File: src/rtl/ddr2_port_arbiter.sv
// ddr2_port_arbiter: shares the DDR2 data port between the core data path and a FIFO-buffered DMA write stream.
// Define DDR2_ARB_STATS_EN to add the core_wait_cycles / dma_wait_cycles statistics outputs.
module ddr2_port_arbiter #(
    parameter int unsigned FIFO_DEPTH   = 8,
    parameter int unsigned HIGH_WATER   = 6,
    parameter int unsigned STARVE_LIMIT = 16,
    parameter logic [31:0] DMA_BASE     = 32'h0010_0000,
    parameter int unsigned DMA_WORDS    = 1024
) (
    input  logic                            clock,
    input  logic                            reset,
    input  logic                            core_en,
    input  logic                            core_we,
    input  logic [31:0]                     core_addr,
    input  logic [31:0]                     core_wd,
    output logic [31:0]                     core_rd,
    output logic                            core_stall,
    input  logic                            dma_valid,
    input  logic [31:0]                     dma_data,
    output logic                            ddr2_en,
    output logic                            ddr2_we,
    output logic [31:0]                     ddr2_addr,
    output logic [31:0]                     ddr2_wd,
    input  logic [31:0]                     ddr2_rd,
    input  logic                            ddr2_stall,
    output logic [$clog2(FIFO_DEPTH):0]     fifo_count,
    output logic                            overflow,
    output logic [$clog2(DMA_WORDS)-1:0]    dma_ptr
`ifdef DDR2_ARB_STATS_EN
    ,
    output logic [31:0]                     core_wait_cycles,
    output logic [31:0]                     dma_wait_cycles
`endif
);

    localparam int unsigned AW = $clog2(FIFO_DEPTH);
    localparam int unsigned CW = AW + 1;
    localparam int unsigned PW = $clog2(DMA_WORDS);
    localparam int unsigned SW = $clog2(STARVE_LIMIT + 1);

    typedef enum logic [1:0] {
        ST_IDLE = 2'd0,
        ST_CORE = 2'd1,
        ST_DMA  = 2'd2
    } state_t;

    state_t          state_r;
    state_t          owner_s;
    logic [31:0]     mem_r [FIFO_DEPTH];
    logic [AW-1:0]   rd_ptr_r;
    logic [AW-1:0]   wr_ptr_r;
    logic [CW-1:0]   count_r;
    logic            overflow_r;
    logic [PW-1:0]   dma_ptr_r;
    logic [SW-1:0]   starve_r;
    logic            dma_pref_s;
    logic            fifo_empty_s;
    logic            fifo_full_s;
    logic            done_s;
    logic            pop_s;
    logic            push_s;
    logic            drop_s;

    assign fifo_empty_s = (count_r == {CW{1'b0}});
    assign fifo_full_s  = (count_r == CW'(FIFO_DEPTH));
    assign dma_pref_s   = (count_r >= CW'(HIGH_WATER)) || (starve_r >= SW'(STARVE_LIMIT));

    // Owner selection: a locked state keeps its owner, IDLE arbitrates this cycle.
    always_comb begin
        owner_s = ST_IDLE;
        if (reset) begin
            owner_s = ST_IDLE;
        end else begin
            case (state_r)
                ST_CORE: owner_s = ST_CORE;
                ST_DMA:  owner_s = ST_DMA;
                ST_IDLE: begin
                    if (!fifo_empty_s && (dma_pref_s || !core_en)) begin
                        owner_s = ST_DMA;
                    end else if (core_en) begin
                        owner_s = ST_CORE;
                    end else begin
                        owner_s = ST_IDLE;
                    end
                end
                default: owner_s = ST_IDLE;
            endcase
        end
    end

    // DDR2 port mux driven by the current owner, combinational for zero added latency.
    always_comb begin
        ddr2_en   = 1'b0;
        ddr2_we   = 1'b0;
        ddr2_addr = 32'h0000_0000;
        ddr2_wd   = 32'h0000_0000;
        case (owner_s)
            ST_CORE: begin
                ddr2_en   = core_en;
                ddr2_we   = core_we;
                ddr2_addr = core_addr;
                ddr2_wd   = core_wd;
            end
            ST_DMA: begin
                ddr2_en   = 1'b1;
                ddr2_we   = 1'b1;
                ddr2_addr = DMA_BASE + 32'(dma_ptr_r);
                ddr2_wd   = mem_r[rd_ptr_r];
            end
            default: begin
                ddr2_en   = 1'b0;
                ddr2_we   = 1'b0;
                ddr2_addr = 32'h0000_0000;
                ddr2_wd   = 32'h0000_0000;
            end
        endcase
    end

    assign done_s     = ddr2_en & ~ddr2_stall;
    assign pop_s      = done_s & (owner_s == ST_DMA);
    // A full FIFO still accepts a word when the head leaves in the same cycle.
    assign push_s     = dma_valid & (~fifo_full_s | pop_s);
    assign drop_s     = dma_valid & fifo_full_s & ~pop_s;
    assign core_stall = ~reset & core_en & ~((owner_s == ST_CORE) & ~ddr2_stall);
    assign core_rd    = ddr2_rd;
    assign fifo_count = count_r;
    assign overflow   = overflow_r;
    assign dma_ptr    = dma_ptr_r;

    // Owner lock: hold the owner while DDR2 stalls its request, release on completion.
    always_ff @(posedge clock) begin
        if (reset) begin
            state_r <= ST_IDLE;
        end else if (ddr2_en && ddr2_stall) begin
            state_r <= owner_s;
        end else begin
            state_r <= ST_IDLE;
        end
    end

    // FIFO storage; contents need no reset since occupancy guards every read.
    always_ff @(posedge clock) begin
        if (push_s) begin
            mem_r[wr_ptr_r] <= dma_data;
        end
    end

    // FIFO pointers, occupancy, sticky overflow and ring index.
    always_ff @(posedge clock) begin
        if (reset) begin
            rd_ptr_r   <= {AW{1'b0}};
            wr_ptr_r   <= {AW{1'b0}};
            count_r    <= {CW{1'b0}};
            overflow_r <= 1'b0;
            dma_ptr_r  <= {PW{1'b0}};
        end else begin
            if (push_s) begin
                wr_ptr_r <= wr_ptr_r + AW'(1);
            end
            if (pop_s) begin
                rd_ptr_r  <= rd_ptr_r + AW'(1);
                dma_ptr_r <= dma_ptr_r + PW'(1);
            end
            case ({push_s, pop_s})
                2'b10:   count_r <= count_r + CW'(1);
                2'b01:   count_r <= count_r - CW'(1);
                default: count_r <= count_r;
            endcase
            if (drop_s) begin
                overflow_r <= 1'b1;
            end
        end
    end

    // Starvation counter: cycles the core won while DMA words were waiting.
    always_ff @(posedge clock) begin
        if (reset) begin
            starve_r <= {SW{1'b0}};
        end else if (pop_s || fifo_empty_s) begin
            starve_r <= {SW{1'b0}};
        end else if ((owner_s == ST_CORE) && (starve_r < SW'(STARVE_LIMIT))) begin
            starve_r <= starve_r + SW'(1);
        end else begin
            starve_r <= starve_r;
        end
    end

`ifdef DDR2_ARB_STATS_EN
    logic [31:0] core_wait_r;
    logic [31:0] dma_wait_r;

    // Saturating wait-cycle statistics for each requester.
    always_ff @(posedge clock) begin
        if (reset) begin
            core_wait_r <= 32'h0000_0000;
            dma_wait_r  <= 32'h0000_0000;
        end else begin
            if (core_stall && (owner_s != ST_CORE) && (core_wait_r != 32'hFFFF_FFFF)) begin
                core_wait_r <= core_wait_r + 32'd1;
            end
            if (!fifo_empty_s && (owner_s != ST_DMA) && (dma_wait_r != 32'hFFFF_FFFF)) begin
                dma_wait_r <= dma_wait_r + 32'd1;
            end
        end
    end

    assign core_wait_cycles = core_wait_r;
    assign dma_wait_cycles  = dma_wait_r;
`endif

endmodule
File: config.mk
export PLATFORM = sky130hd
export DESIGN_NAME = ddr2_port_arbiter
export DESIGN_NICKNAME = d
export VERILOG_FILES = /design/src/rtl/ddr2_port_arbiter.sv
export SDC_FILE = /design/constraint.sdc
export NUM_CORES = 1
export LEC_CHECK = 0
export ABC_CLOCK_PERIOD_IN_PS = 5900
export BUFFER_PORTS_ARGS = -buffer_cell sky130_fd_sc_hd__buf_2
export CAP_MARGIN = 40
export CORE_MARGIN = 3
export CORE_UTILIZATION = 46
export DETAILED_ROUTE_END_ITERATION = 6
export PLACE_DENSITY = 0.69
export SLEW_MARGIN = 5
export SYNTH_ARGS = -nofsm -noshare
export SYNTH_HDL_FRONTEND = slang
export SYNTH_SLANG_ARGS = --single-unit
File: constraint.sdc
create_clock -name clock -period 5.9 [get_ports clock]
set_input_delay 1.18 -clock clock [delete_from_list [all_inputs] [get_ports clock]]
set_output_delay 1.18 -clock clock [all_outputs]
set_load 0.02 [all_outputs]
==> flow_summary.ini <==
[setup_path]
critPathRequiredTime_ns = 4.72
crit_family = simple AND/OR/NAND/NOR gates
path_depth = 10
critPathBufInv = 3
cp.arrival_ns = 3.79
crit_path_frequent_cell = buf_2
cp_cell_sequence = buf_2 -> nor2_1 -> and2_1 -> a32oi_1 -> ha_1 -> nor2b_4 -> buf_12 -> nand2_1 -> o31ai_1 -> buf_2
endpoint_kind = primary output
path_max_fanout = 46
critPathLaunchType = input pin
max_stage_delay_ns = 0.58
reg2reg_depth = 10
path_class = input pin to primary output
cpMaxStageDelayCell = nor2b_4

[timing]
fin_crit_sh_pct = 84.3
worstMarginPinSlew_ns = 0.887
drv_slew = 0
setup_tns_ns = 0
setup_viol = 0
fmax_ghz = 0.201
fin_worst_skew_ns = 0.0197
hold_violations = 0
layout_min_cycle_time_ns = 4.97
maxSlewHeadroom_pct = 40.6
rsz0062_at_grt = no

[detailed_routing]
vias = 6888
drt-vias-per-instance = 5.42
drt_iter0_drc = 456
antenna_left = 0
first_pass_iters = 4
wl_per_cell_um = 21.3
wirelength_um = 27000
drc_errors = 0

[worst_hold_path]
hold_path_class = register to register
hold_depth = 2

[synthesis]
yosysSeqAreaShare_pct = 69.0
avgSynthCellArea_um2 = 15.9
synthFlopType = edfxtp_1
synth_edf_count = 256
async_flop_share_pct = 0
ys_ff_latch = 287
synth_area_leaders = edfxtp_1 (64%), mux2_2 (6.0%), mux4_2 (6.0%)
syn-num-nets = 901
synth_top_area_cell = edfxtp_1
syn_inst = 760
yosys_warnings = 0
synth_top_area_share_pct = 63.8
synth_cell_types = 51
synth_area_mm2 = 0.0120

[die]
die_area_mm2 = 0.0282
ios = 248
dieHeight_um = 168
initial_utilization_pct = 47.3
core_area_mm2 = 0.0255
fp.dieW_um = 168
rows = 58

[finish]
area_delta_synth_final_pct = 17.0
fin_util_pct = 55.3
nets = 1060
layout_commonest_cell = edfxtp_1
drive_gt1_share_pct = 38.4
final_cell_mix = edfxtp_1 (256), buf_2 (183), mux2_2 (64), nor2_1 (54), nand2_1 (53)

[global_route]
grt_pass1_wl_um = 41700
grt_max_degree = 53
grt_use_total_pct = 18.9
grt-ovfl-total = 0
grt_pass1_vias = 7178
antenna_found_initial = 5

[pwr]
ir_drop_mv = 0.198
p_leak_uw = 0.00505
switching_share_pct = 21.6
p_comb_share_pct = 7.2
p_int_uw = 3350
sequentialPowerShare_pct = 53.5
power_density_mw_per_mm2 = 303
pwr-share-clk_pct = 39.3
p_switching_uw = 924

[run_status]
status = finished clean

[clock_network]
post_cts_buffers = 0
clock_latency_ns = 0.55
cts_max_level = 1
cts-resized-gates = 0
cts_buffers = 28
cts_sinks = 287
clk_pin_slew_ns = 0.05
cts_hold_buf = 0
clockBufferDepth = 3
cts_root_buffer = clkbuf_16
cts_tree = yes

[flow_run]
maxCapViolations = 0

[placement]
dp_hpwl_um = 17000
gp_congestion = 0.758
portBuffers = 183
## worst paths after layout
path	from	endpoint	slack, ns
min	overflow	overflow	0.47
max	reset	ddr2_wd[26]	0.93
min reg2reg	overflow	overflow	0.47
max reg2reg	fifo_count[1]	mem_r[6][8]	2.27
## registers in the layout, indices dropped and copies added (netlist names), named ones only
name	cells
dma_ptr	10
mem_r	256
fifo_count	4
wr_ptr_r	3
overflow	1
starve_r	5
rd_ptr_r	3
state_r	2
## layout make-up
type	count	area, µm²
clock inverter	19	146
sequential	287	8310
multi-input combinational	394	3300
antenna	1	2.50
fill	2056	11400
inverter	5	18.8
timing repair buffer	203	1180
clock buffer	32	716
tap	330	413
## per-layer routing
layer | routed length, µm | vias up | track usage (%)
li1 | - | 3203 | -
met1 | 11400 | 3419 | 24.9
met2 | 13200 | 182 | 31.9
met3 | 1360 | 78 | 2.93
met4 | 1010 | 6 | 7.19
met5 | 29 | - | 0
## tightest hold or removal path: stages, from the launching register on
cell     delay (ns)
dfxtp_1        0.32
a31oi_1        0.04
nor2_1         0.07
## Yosys cell counts, types with 2 or more instances
| library cell | n |
|---|---|
| a21oi_1 | 8 |
| a22o_1 | 10 |
| and2_1 | 22 |
| and3_1 | 2 |
| buf_2 | 10 |
| buf_4 | 34 |
| buf_6 | 8 |
| clkbuf_1 | 21 |
| dfxtp_1 | 31 |
| edfxtp_1 | 256 |
| ha_1 | 7 |
| inv_1 | 5 |
| mux2_2 | 64 |
| mux4_2 | 32 |
| nand2_1 | 54 |
| nand2b_1 | 5 |
| nand3_1 | 8 |
| nand4_1 | 6 |
| nor2_1 | 60 |
| nor2b_1 | 5 |
| nor3_1 | 3 |
| nor3b_1 | 2 |
| o21ai_0 | 3 |
| o22ai_1 | 32 |
| o31ai_1 | 32 |
| or3_1 | 2 |
| xnor2_1 | 3 |
| xor2_1 | 12 |
## power by group through the flow
| stage | Clock (µW) | Sequential [µW] | Combinational (µW) |
|---|---|---|---|
| after floorplan | 0 | 2330 | 217 |
| after global placement | 0 | 2340 | 294 |
| after detailed placement | 0 | 2330 | 312 |
| after CTS | 1710 | 2290 | 313 |
| after global routing | 1790 | 2290 | 337 |
| final | 1680 | 2290 | 309 |
## through the flow
step | hold slack [ns] | cell area [µm²] | std cells | setup WS [ns] | total power [µW]
finish | 0.468 | 14100 | 1271 | 0.926 | 4270
global route | 0.505 | 14100 | 1271 | 0.639 | 4410
CTS | 0.473 | 14100 | 1270 | 0.871 | 4310
detailed placement | 0.460 | 13200 | 1219 | 0.898 | 2640
global placement | 0.455 | 13100 | 1214 | 0.969 | 2630
floorplan | 0.454 | 12000 | 760 | 0.795 | 2540
## kinds of logic (layout without fill, tap and decap cells)
group	Yosys count	count (layout)	share of synthesized area, %
fa+ha+maj	7	7	0.727
mux	98	98	12.1
buf+inv	79	259	4.21
other cells	0	1	0
xor+xnor	15	15	1.09
simple gates	179	179	7.25
flops	287	287	69.0
compound gates	95	95	5.64
Note: power is estimated with default switching activity, not from simulation.
